<file path="src/rtl/mem_lsu.sv">
// ---------------------------------------------------------------------------
// mem_lsu - memory-stage load/store unit
//
// Takes the execute-stage write-back triple (wd/wreg/wdata) together with an
// optional memory request. Loads and stores are carried out one byte per
// cycle over an 8-bit little-endian memory port. The final write-back triple
// is returned with a one-cycle valid_o pulse. Requests with no memory
// operation, and requests with an illegal size code, pass straight through
// in one cycle.
//
// Ports
//   clk, rst       rising-edge clock, asynchronous active-high reset
//   valid_i        request present (sampled only while IDLE)
//   wd_i, wreg_i   destination register and its write enable
//   wdata_i        execute result, returned unchanged for non-memory ops
//   mem_re_i       load request
//   mem_we_i       store request (has priority over mem_re_i)
//   func3_i        size/sign: 000 B, 001 H, 010 W, 100 BU, 101 HU
//   mem_addr_i     byte address of the access
//   mem_wdata_i    store data
//   mem_din_i      read byte, valid the cycle after its address
//   mem_a_o        byte address to memory (holds when idle)
//   mem_dout_o     write byte
//   mem_wr_o       write strobe
//   valid_o        one-cycle pulse qualifying wd_o/wreg_o/wdata_o
//   wd_o, wreg_o   destination register and its write enable
//   wdata_o        write-back data
//   stallreq_o     combinational stall request to upstream stages
// ---------------------------------------------------------------------------
module mem_lsu (
    input  logic        clk,
    input  logic        rst,
    input  logic        valid_i,
    input  logic [4:0]  wd_i,
    input  logic        wreg_i,
    input  logic [31:0] wdata_i,
    input  logic        mem_re_i,
    input  logic        mem_we_i,
    input  logic [2:0]  func3_i,
    input  logic [31:0] mem_addr_i,
    input  logic [31:0] mem_wdata_i,
    input  logic [7:0]  mem_din_i,
    output logic [31:0] mem_a_o,
    output logic [7:0]  mem_dout_o,
    output logic        mem_wr_o,
    output logic        valid_o,
    output logic [4:0]  wd_o,
    output logic        wreg_o,
    output logic [31:0] wdata_o,
    output logic        stallreq_o
);

    typedef enum logic [1:0] {
        IDLE  = 2'd0,
        READ  = 2'd1,
        WRITE = 2'd2
    } state_t;

    state_t      state, state_d;
    logic [2:0]  k, k_d;          // byte index of the access in progress
    logic [2:0]  k_inc;

    // Request captured in IDLE
    logic [4:0]  wd_q;
    logic        wreg_q;
    logic [31:0] wdata_q;
    logic [31:0] addr_q;
    logic [31:0] sdata_q;
    logic [2:0]  f3_q;
    logic [2:0]  len_q;

    logic [31:0] rbuf;            // load assembly buffer, lane k = byte k
    logic [31:0] assembled;
    logic [31:0] load_result;
    logic [4:0]  lane_sh;

    logic        load_ok, store_ok;
    logic        accept, do_store, do_load, illegal;
    logic        last_write, last_read;

    function automatic logic [2:0] len_of(input logic [1:0] sz);
        case (sz)
            2'b00:   len_of = 3'd1;
            2'b01:   len_of = 3'd2;
            default: len_of = 3'd4;
        endcase
    endfunction

    // Request decode. A store with an illegal size is still a store (so it
    // beats a simultaneous load) and becomes a no-write pass-through.
    always_comb begin
        load_ok    = func3_i inside {3'b000, 3'b001, 3'b010, 3'b100, 3'b101};
        store_ok   = func3_i inside {3'b000, 3'b001, 3'b010};
        accept     = (state == IDLE) && valid_i;
        do_store   = accept && mem_we_i && store_ok;
        do_load    = accept && !mem_we_i && mem_re_i && load_ok;
        illegal    = accept && (mem_we_i ? !store_ok : (mem_re_i && !load_ok));
        k_inc      = k + 3'd1;
        last_write = (state == WRITE) && (k_inc == len_q);
        // A load stays in READ one cycle longer than it issues addresses:
        // the last byte arrives the cycle after the last address.
        last_read  = (state == READ) && (k == len_q);
    end

    // While reading, the byte on mem_din_i belongs to lane k-1. Merge it
    // combinationally so the final byte is included in the completing cycle.
    always_comb begin
        lane_sh     = {k[1:0] - 2'd1, 3'b000};
        assembled   = (rbuf & ~(32'h0000_00FF << lane_sh))
                    | ({24'd0, mem_din_i} << lane_sh);
        case (f3_q)
            3'b000:  load_result = {{24{assembled[7]}},  assembled[7:0]};
            3'b001:  load_result = {{16{assembled[15]}}, assembled[15:0]};
            3'b100:  load_result = {24'd0, assembled[7:0]};
            3'b101:  load_result = {16'd0, assembled[15:0]};
            default: load_result = assembled;
        endcase
    end

    assign stallreq_o = (state != IDLE) || (valid_i && (mem_re_i || mem_we_i));

    // Next-state logic
    // NOTE: every variable gets a default before the case so no path can
    // leave it unassigned and infer a latch.
    always_comb begin
        state_d = state;
        k_d     = k;
        case (state)
            IDLE: begin
                k_d = 3'd0;
                if (do_store)     state_d = WRITE;
                else if (do_load) state_d = READ;
            end
            WRITE: begin
                k_d = k_inc;
                if (last_write) state_d = IDLE;
            end
            READ: begin
                k_d = k_inc;
                if (last_read) state_d = IDLE;
            end
            default: state_d = IDLE;
        endcase
    end

    // NOTE: sequential state uses non-blocking assignments so every register
    // sees the pre-edge value of every other register.
    always_ff @(posedge clk or posedge rst) begin
        if (rst) begin
            state <= IDLE;
            k     <= 3'd0;
        end else begin
            state <= state_d;
            k     <= k_d;
        end
    end

    // Datapath and registered outputs
    always_ff @(posedge clk or posedge rst) begin
        if (rst) begin
            wd_q       <= 5'd0;
            wreg_q     <= 1'b0;
            wdata_q    <= 32'd0;
            addr_q     <= 32'd0;
            sdata_q    <= 32'd0;
            f3_q       <= 3'd0;
            len_q      <= 3'd1;
            rbuf       <= 32'd0;
            mem_a_o    <= 32'd0;
            mem_dout_o <= 8'd0;
            mem_wr_o   <= 1'b0;
            valid_o    <= 1'b0;
            wd_o       <= 5'd0;
            wreg_o     <= 1'b0;
            wdata_o    <= 32'd0;
        end else begin
            valid_o <= 1'b0;
            case (state)
                IDLE: begin
                    if (accept) begin
                        wd_q    <= wd_i;
                        wreg_q  <= wreg_i;
                        wdata_q <= wdata_i;
                        addr_q  <= mem_addr_i;
                        sdata_q <= mem_wdata_i;
                        f3_q    <= func3_i;
                        len_q   <= len_of(func3_i[1:0]);
                        rbuf    <= 32'd0;
                        if (do_store) begin
                            mem_a_o    <= mem_addr_i;
                            mem_dout_o <= mem_wdata_i[7:0];
                            mem_wr_o   <= 1'b1;
                        end else if (do_load) begin
                            mem_a_o  <= mem_addr_i;
                            mem_wr_o <= 1'b0;
                        end else begin
                            valid_o <= 1'b1;
                            wd_o    <= wd_i;
                            wreg_o  <= wreg_i && !illegal;
                            wdata_o <= illegal ? 32'd0 : wdata_i;
                        end
                    end
                end
                WRITE: begin
                    if (last_write) begin
                        mem_wr_o <= 1'b0;
                        valid_o  <= 1'b1;
                        wd_o     <= wd_q;
                        wreg_o   <= wreg_q;
                        wdata_o  <= wdata_q;
                    end else begin
                        mem_a_o    <= addr_q + {29'd0, k_inc};
                        mem_dout_o <= sdata_q[{k_inc[1:0], 3'b000} +: 8];
                    end
                end
                READ: begin
                    if (k != 3'd0) rbuf <= assembled;
                    if (k_inc < len_q) mem_a_o <= addr_q + {29'd0, k_inc};
                    if (last_read) begin
                        valid_o <= 1'b1;
                        wd_o    <= wd_q;
                        wreg_o  <= wreg_q;
                        wdata_o <= load_result;
                    end
                end
                default: ;
            endcase
        end
    end

endmodule
</file>
<file path="config.mk">
export PLATFORM = sky130hd
export DESIGN_NAME = mem_lsu
export DESIGN_NICKNAME = d
export VERILOG_FILES = /design/src/rtl/mem_lsu.sv
export SDC_FILE = /design/constraint.sdc
export NUM_CORES = 1
export LEC_CHECK = 0
export CORE_ASPECT_RATIO = 0.8
export CORE_MARGIN = 2
export CORE_UTILIZATION = 54
export CTS_CLUSTER_DIAMETER = 200
export DETAILED_ROUTE_END_ITERATION = 10
export MAX_ROUTING_LAYER = met4
export PLACE_DENSITY = 0.84
export SYNTH_ARGS = -nofsm -noshare
export SYNTH_HDL_FRONTEND = slang
export SYNTH_SLANG_ARGS = --single-unit
export TNS_END_PERCENT = 50
</file>
<file path="constraint.sdc">
create_clock -name clk -period 9.26 [get_ports clk]
set_input_delay 2.315 -clock clk [delete_from_list [all_inputs] [get_ports clk]]
set_output_delay 2.315 -clock clk [all_outputs]
set_load 0.05 [all_outputs]
</file>
==> results of run 1 <==
==> worst paths after layout <==
kind                                 startpoint                       to  slack, ps  depth (start not counted)
hold / removal             rbuf[24]$_DFFE_PP0P_     rbuf[24]$_DFFE_PP0P_        470                          2
max in group asynchronous                   rst   mem_a_o[8]$_DFFE_PP0P_       5070                          3
setup reg to reg               k[0]$_DFFE_PP0P_  mem_a_o[25]$_DFFE_PP0P_       5430                          9
setup / recovery                        valid_i               stallreq_o       2750                          4
min in group asynchronous                   rst   sdata_q[4]$_DFFE_PP0P_       2400                          2
hold reg to reg            rbuf[24]$_DFFE_PP0P_     rbuf[24]$_DFFE_PP0P_        470                          2
==> worst reg2reg max path: stages (launching register included) <==
cell	delay, ps
dfrtp_1	740
inv_1	240
ha_1	370
buf_4	280
ha_1	340
nand3_1	180
a2111o_1	690
or4_1	590
a31oi_1	190
mux2_2	170
==> per-layer routing <==
layer | vias up | GRT usage | share of wire
met5 | - | - | 0
met4 | 0 | 0.0800 | 0.029
met1 | 4480 | 0.373 | 0.43
li1 | 4197 | - | -
met3 | 80 | 0.0466 | 0.083
met2 | 435 | 0.410 | 0.46
==> flip-flops by register name (all words and copies together) (netlist names), 2 cells and up <==
| signal | count |
|---|---|
| len_q | 3 |
| rbuf | 32 |
| k | 3 |
| wdata_q | 32 |
| wdata_o | 32 |
| sdata_q | 32 |
| mem_dout_o | 8 |
| wd_o | 5 |
| f3_q | 3 |
| addr_q | 32 |
| wd_q | 5 |
| mem_a_o | 32 |
| state | 2 |
==> cells in the final DEF, fill, tap and decap left out, types with 4 or more instances in the layout <==
master	count
o211ai_1	5
clkinv_2	8
mux2_2	150
a21oi_1	67
nand2_1	93
xnor2_1	11
clkbuf_8	4
and3_1	10
xor2_1	6
nand3_1	14
clkbuf_16	23
inv_1	35
buf_4	13
nand4_1	9
nor2b_1	33
nor2_1	37
a21o_1	19
nand2b_1	13
dfrtp_1	224
or4_1	9
or3_1	9
o31ai_1	29
mux4_2	8
a31o_2	7
nor3_1	5
o21a_1	4
mux2i_1	25
a22o_1	7
nand3b_1	10
a31oi_1	25
clkdlybuf4s50_1	198
o21ai_0	82
ha_1	14
==> kinds of logic (layout without fill, tap and decap cells) <==
family,Yosys count,count (layout),synth area share
flops,225,225,0.490
buf+inv,103,288,0.0350
compound gates,266,266,0.142
fa+ha+maj,17,17,0.0192
simple gates,258,258,0.116
mux,183,183,0.184
xor+xnor,17,17,0.0130
other cells,0,2,0
==> per-stage QoR <==
step	setup slack, ps	hold WS, ps	util	std cells	power, µW
floorplan	784	441	-	1069	3900
global placement	2810	451	0.659	1482	4660
detailed placement	2830	459	0.659	1482	4770
CTS	2810	473	0.694	1523	5700
global route	2710	493	0.694	1525	6030
finish	2750	471	0.694	1525	5690
==> area by class of cell <==
cell class	count	area [µm²]
inverters	36	143
flip-flops and latches	225	5630
clock inverters	11	86.3
well taps	269	337
diodes	2	5.00
repair buffers	211	2080
fillers	1528	6350
clock buffers	30	642
multi-input cells	741	5480
==> power by group through the flow <==
stage          clock network [µW]  registers (µW)  logic (µW)
2_1_floorplan                   0            2290        1610
5_1_grt                       964            1820        3250
6_report                      910            1760        3020
3_5_place_dp                    0            1760        3010
4_1_cts                       922            1750        3030
3_3_place_gp                    0            1730        2930
==> impl_metrics.csv, run 1 <==
group,metric,value,unit
status,status,"complete, no violations",
clock_tree,numCtsBuffers,23,
setup_path,slowest_delay,880,ps
clock_tree,cts_hold_buf,0,
power,internal-power,3200,µW
sta,skew,8.69,ps
placed_design,dpl.hpwl,19500,µm
detailed_routing,ant_nets,0,
placed_design,place_congestion,0.844,
floorplanning,core_area,0.0208,mm²
yosys,ys_top_cells_by_count,"dfrtp_1 (224), mux2_2 (150), nand2_1 (94)",
yosys,yosys_register_bits,225,
setup_path,worstSetupPathType,"in -> out",
clock_tree,post_cts_resized,0,
setup_path,critPathMaxFanout,4,
clock_tree,clk_pin_slew_worst_paths,60,ps
sta,fin_tns_setup,0,ps
yosys,yosysTopAreaCell,"dfrtp_1",
setup_path,critPathRequiredTime,6950,ps
global_routing,grt_antenna_before_repair,2,
yosys,synth_edf_count,0,
setup_path,startpoint_type,"input pin",
power,sw_frac_of_total,0.438,
yosys,synthArstFlopShare,1.00,
placed_design,port_buffers,198,
yosys,avgSynthCellArea,10.7,µm²
setup_path,critPathTopFamily,"buffers and inverters",
floorplanning,fp.dieW,167,µm
power,p_clk_frac,0.160,
yosys,ys_types,61,
power,switching_power,2490,µW
yosys,yosys_warnings,0,
sta,finalCritPeriodShare,0.703,
sta,max_freq,154,MHz
floorplanning,dieArea,0.0225,mm²
setup_path,crit_path_top_delay_cell,"clkdlybuf4s50_1",
power,p_comb_frac,0.531,
sta,maxSlewViolCount,0,
clock_tree,cts_setup_buffers,0,
yosys,synth_most_common_cell,"dfrtp_1",
detailed_routing,via_per_inst,6.03,
sta,slew_headroom,0.247,
clock_tree,clk_latency,510,ps
yosys,synth_area_leaders,"dfrtp_1 (49%), mux2_2 (15%), o21ai_0 (3.6%)",
clock_tree,tritoncts,"built",
setup_path,worst_path_most_repeated_cell,"clkdlybuf4s50_1",
detailed_routing,firstDrtPassIters,5,
detailed_routing,drc,0,
power,power_density,395,mW/mm²
power,p_leak,0.00593,µW
yosys,synth_seq_area_share,0.490,
cells_and_area,layout.nets,1373,
setup_path,worst-endpoint-arrival,4200,ps
sta,tightest_slew,1130,ps
floorplanning,rows,47,
detailed_routing,wl,29400,µm
setup_path,crit_buf_inv,3,
setup_path,crit_chain,"clkdlybuf4s50_1, inv_1, o21ai_0, clkdlybuf4s50_1",
job,drv_cap,0,
clock_tree,root_buffer,"clkbuf_16",
yosys,syn-instance-count,1069,
min_path,hp-class,"reg -> reg",
clock_tree,clockBufferDepth,3,
global_routing,grt_pass1_vias,9088,
yosys,netlist_area,0.0115,mm²
global_routing,grt-ovfl-total,0,
power,power.share.sequential,0.309,
floorplanning,ios,199,
sta,final-hold-violation-count,0,
floorplanning,initial_utilization,0.553,
setup_path,end_kind,"primary output",
clock_tree,numClockSinks,225,
sta,period_needed,6510,ps
yosys,synth_top_area_share,0.488,
sta,rsz0062_at_grt,"no",
global_routing,grt_usage,0.269,
clock_tree,htreeDepth,1,
global_routing,grt_pass1_wl,47600,µm
sta,setup_violations,0,
detailed_routing,vias,9192,
global_routing,grt_max_degree,141,
detailed_routing,dr.first_iter.drc_count,756,
yosys,synth_fp_nets,1204,
floorplanning,die_height,134,µm
power,peakVddDrop,235,µV
yosys,synth_flop_cell,"dfrtp_1",
placed_design,placed_cell_area,0.0137,mm²
cells_and_area,layout-drive-gt1-share,0.183,
cells_and_area,layout-area-overhead-vs-synth,25.4,%
detailed_routing,wire_per_inst,19.3,µm
cells_and_area,final_area,0.0144,mm²
(Power assumes the default switching activity.)
==> run 2: changes to the inputs <==
clock period = 6.2 ns   (was 9.26 ns; I/O delays follow)
==> run 2 against run 1 <==
Sequential share of layout area is 0.30 points lower. Register-to-register slack worse by 3100 ps. Setup slack worse by 1600 ps. Clock power increased by 62%. Non-clock buffer count increased by 2. Routed wire length down 2.2%. Sequential cell count unchanged. Sequential power increased by 48%. First-iteration DRC count rose by 7.7%. Via count shrank 2.3%. Global-route usage decreased by 0.45 points. Critical endpoint unchanged. Largest power group unchanged.
==> impl_metrics.csv, run 2 (synthesized netlist as in run 1, its figures left out) <==
group,metric,value,unit
min_path,hp-class,"reg -> reg",
clock_tree,clk_latency,530,ps
sta,skew,22.9,ps
floorplanning,core_area,0.0208,mm²
placed_design,pre_cts_ws,1250,ps
global_routing,grt_usage,0.264,
clock_tree,numClockSinks,225,
setup_path,worstSetupPathType,"in -> out",
cells_and_area,ff_latch_area,0.00563,mm²
power,internal-power,4890,µW
detailed_routing,dr.first_iter.drc_count,814,
sta,final-hold-violation-count,0,
clock_tree,root_buffer,"clkbuf_16",
clock_tree,clockBufferDepth,3,
clock_tree,clk_pin_slew_worst_paths,60,ps
power,p_clk_frac,0.171,
floorplanning,ios,199,
power,switching_power,3690,µW
setup_path,rr_worst_depth,7,
cells_and_area,fillerInstances,1485,
setup_path,crit_end,"stallreq_o",
clock_tree,tritoncts,"built",
detailed_routing,drc,0,
detailed_routing,wire_per_inst,18.8,µm
global_routing,grt_pass1_wl,46800,µm
detailed_routing,vias,8978,
cells_and_area,final_common_cell,"dfrtp_1",
cells_and_area,layout.nets,1376,
sta,setup_violations,0,
sta,fin_tns_setup,0,ps
cells_and_area,layout-drive-gt1-share,0.187,
setup_path,worst-endpoint-arrival,3480,ps
sta,rsz0062_at_grt,"no",
placed_design,dpl.hpwl,19400,µm
floorplanning,fp.dieW,167,µm
global_routing,grt_pass1_vias,9095,
status,status,"complete, no violations",
setup_path,critPathLaunch,"valid_i",
placed_design,port_buffers,198,
sta,tightest_slew,1100,ps
global_routing,grt-ovfl-total,0,
placed_design,dp_cells,1484,
sta,fin_ws,1170,ps
power,sw_frac_of_total,0.431,
setup_path,reg2reg_to,"wdata_o[14]$_DFFE_PP0P_",
sta,finalCritPeriodShare,0.812,
floorplanning,dieArea,0.0225,mm²
power,power.share.sequential,0.304,
clock_tree,post_cts_resized,0,
cells_and_area,layout-area-overhead-vs-synth,26.4,%
detailed_routing,route.met2.wl,13400,µm
detailed_routing,drt-met1-wl,12700,µm
power,peakVddDrop,460,µV
sta,period_needed,5030,ps
clock_tree,cts_setup_buffers,0,
clock_tree,cts_hold_buf,0,
setup_path,critPathRequiredTime,4650,ps
setup_path,startpoint_type,"input pin",
sta,slew_headroom,0.265,
floorplanning,die_height,134,µm
global_routing,grt_antenna_before_repair,2,
floorplanning,initial_utilization,0.553,
detailed_routing,routed.top_layer,"met4",
cells_and_area,multi_input_area,0.00548,mm²
setup_path,end_kind,"primary output",
setup_path,critPathMaxFanout,4,
sta,max_freq,199,MHz
power,p_comb_frac,0.525,
detailed_routing,ant_nets,0,
detailed_routing,wl,28800,µm
cells_and_area,final_cells,1528,
power,p_leak,0.00597,µW
setup_path,r2r_setup_slack,2300,ps
sta,maxSlewViolCount,0,
detailed_routing,firstDrtPassIters,5,
clock_tree,numCtsBuffers,24,
cells_and_area,layout_common_cells,"dfrtp_1 (224), clkdlybuf4s50_1 (198), mux2_2 (150), nand2_1 (93), o21ai_0 (82)",
clock_tree,htreeDepth,1,
job,drv_cap,0,
setup_path,r2r_start,"state[1]$_DFFE_PP0P_",
floorplanning,rows,47,
power,power_density,591,mW/mm²
detailed_routing,via_per_inst,5.88,
global_routing,grt_max_degree,107,
placed_design,place_congestion,0.868,
detailed_routing,dr_wl_met3,2080,µm
==> run 2: cell types whose count changed in the layout (fill, tap and decap cells not counted), sizes merged <==
cell and delta:
clkinvlp +2, clkinv -2, inv -2, clkbuf +2
buf +2, bufinv +1
==> run 2: worst min path at each step <==
| stage | startpoint | end | cells after the start |
|---|---|---|---|
| after global routing | rbuf[17]$_DFFE_PP0P_ | rbuf[17]$_DFFE_PP0P_ | 2 |
| final | rbuf[29]$_DFFE_PP0P_ | rbuf[29]$_DFFE_PP0P_ | 2 |
| after detailed placement | rbuf[30]$_DFFE_PP0P_ | rbuf[30]$_DFFE_PP0P_ | 2 |
| after CTS | rbuf[30]$_DFFE_PP0P_ | rbuf[30]$_DFFE_PP0P_ | 2 |
| after global placement | rbuf[28]$_DFFE_PP0P_ | rbuf[28]$_DFFE_PP0P_ | 2 |
| after floorplan | rbuf[16]$_DFFE_PP0P_ | rbuf[16]$_DFFE_PP0P_ | 2 |
==> run 2: final cells by class <==
cell class	count	area share
antenna	2	0.000345
sequential	225	0.388
tap	269	0.0232
clock inverter	10	0.00802
inverter	36	0.00957
timing repair buffer	213	0.145
multi-input combinational	741	0.378
clock buffer	32	0.0483
==> run 2: metal layers <==
metal / up-vias / global-route usage
met5: - / -
met4: 0 / 0.0594
met3: 50 / 0.0548
met2: 323 / 0.414
met1: 4400 / 0.359
li1: 4205 / -
==> run 2: power by group through the flow <==
| stage | clock network (µW) | logic (µW) | registers [µW] |
|---|---|---|---|
| global route | 1550 | 4850 | 2700 |
| global placement | 0 | 4380 | 2580 |
| finish | 1470 | 4500 | 2610 |
| CTS | 1490 | 4530 | 2600 |
| detailed placement | 0 | 4500 | 2620 |
| floorplan | 0 | 2400 | 3420 |
==> run 2: critical path, cell delays in order <==
cell and delay, ps:
clkdlybuf4s50_1 560, inv_1 100, o21ai_0 380, clkdlybuf4s50_1 890
==> run 2: metrics by stage <==
step / cell area, µm² / power (µW) / util / hold WS (ps)
6_report: 14500 / 8580 / 0.699 / 468
3_3_place_gp: 13700 / 6960 / 0.660 / 451
2_1_floorplan: 11500 / 5830 / - / 441
4_1_cts: 14500 / 8620 / 0.699 / 473
3_5_place_dp: 13700 / 7110 / 0.660 / 459
5_1_grt: 14500 / 9110 / 0.699 / 496
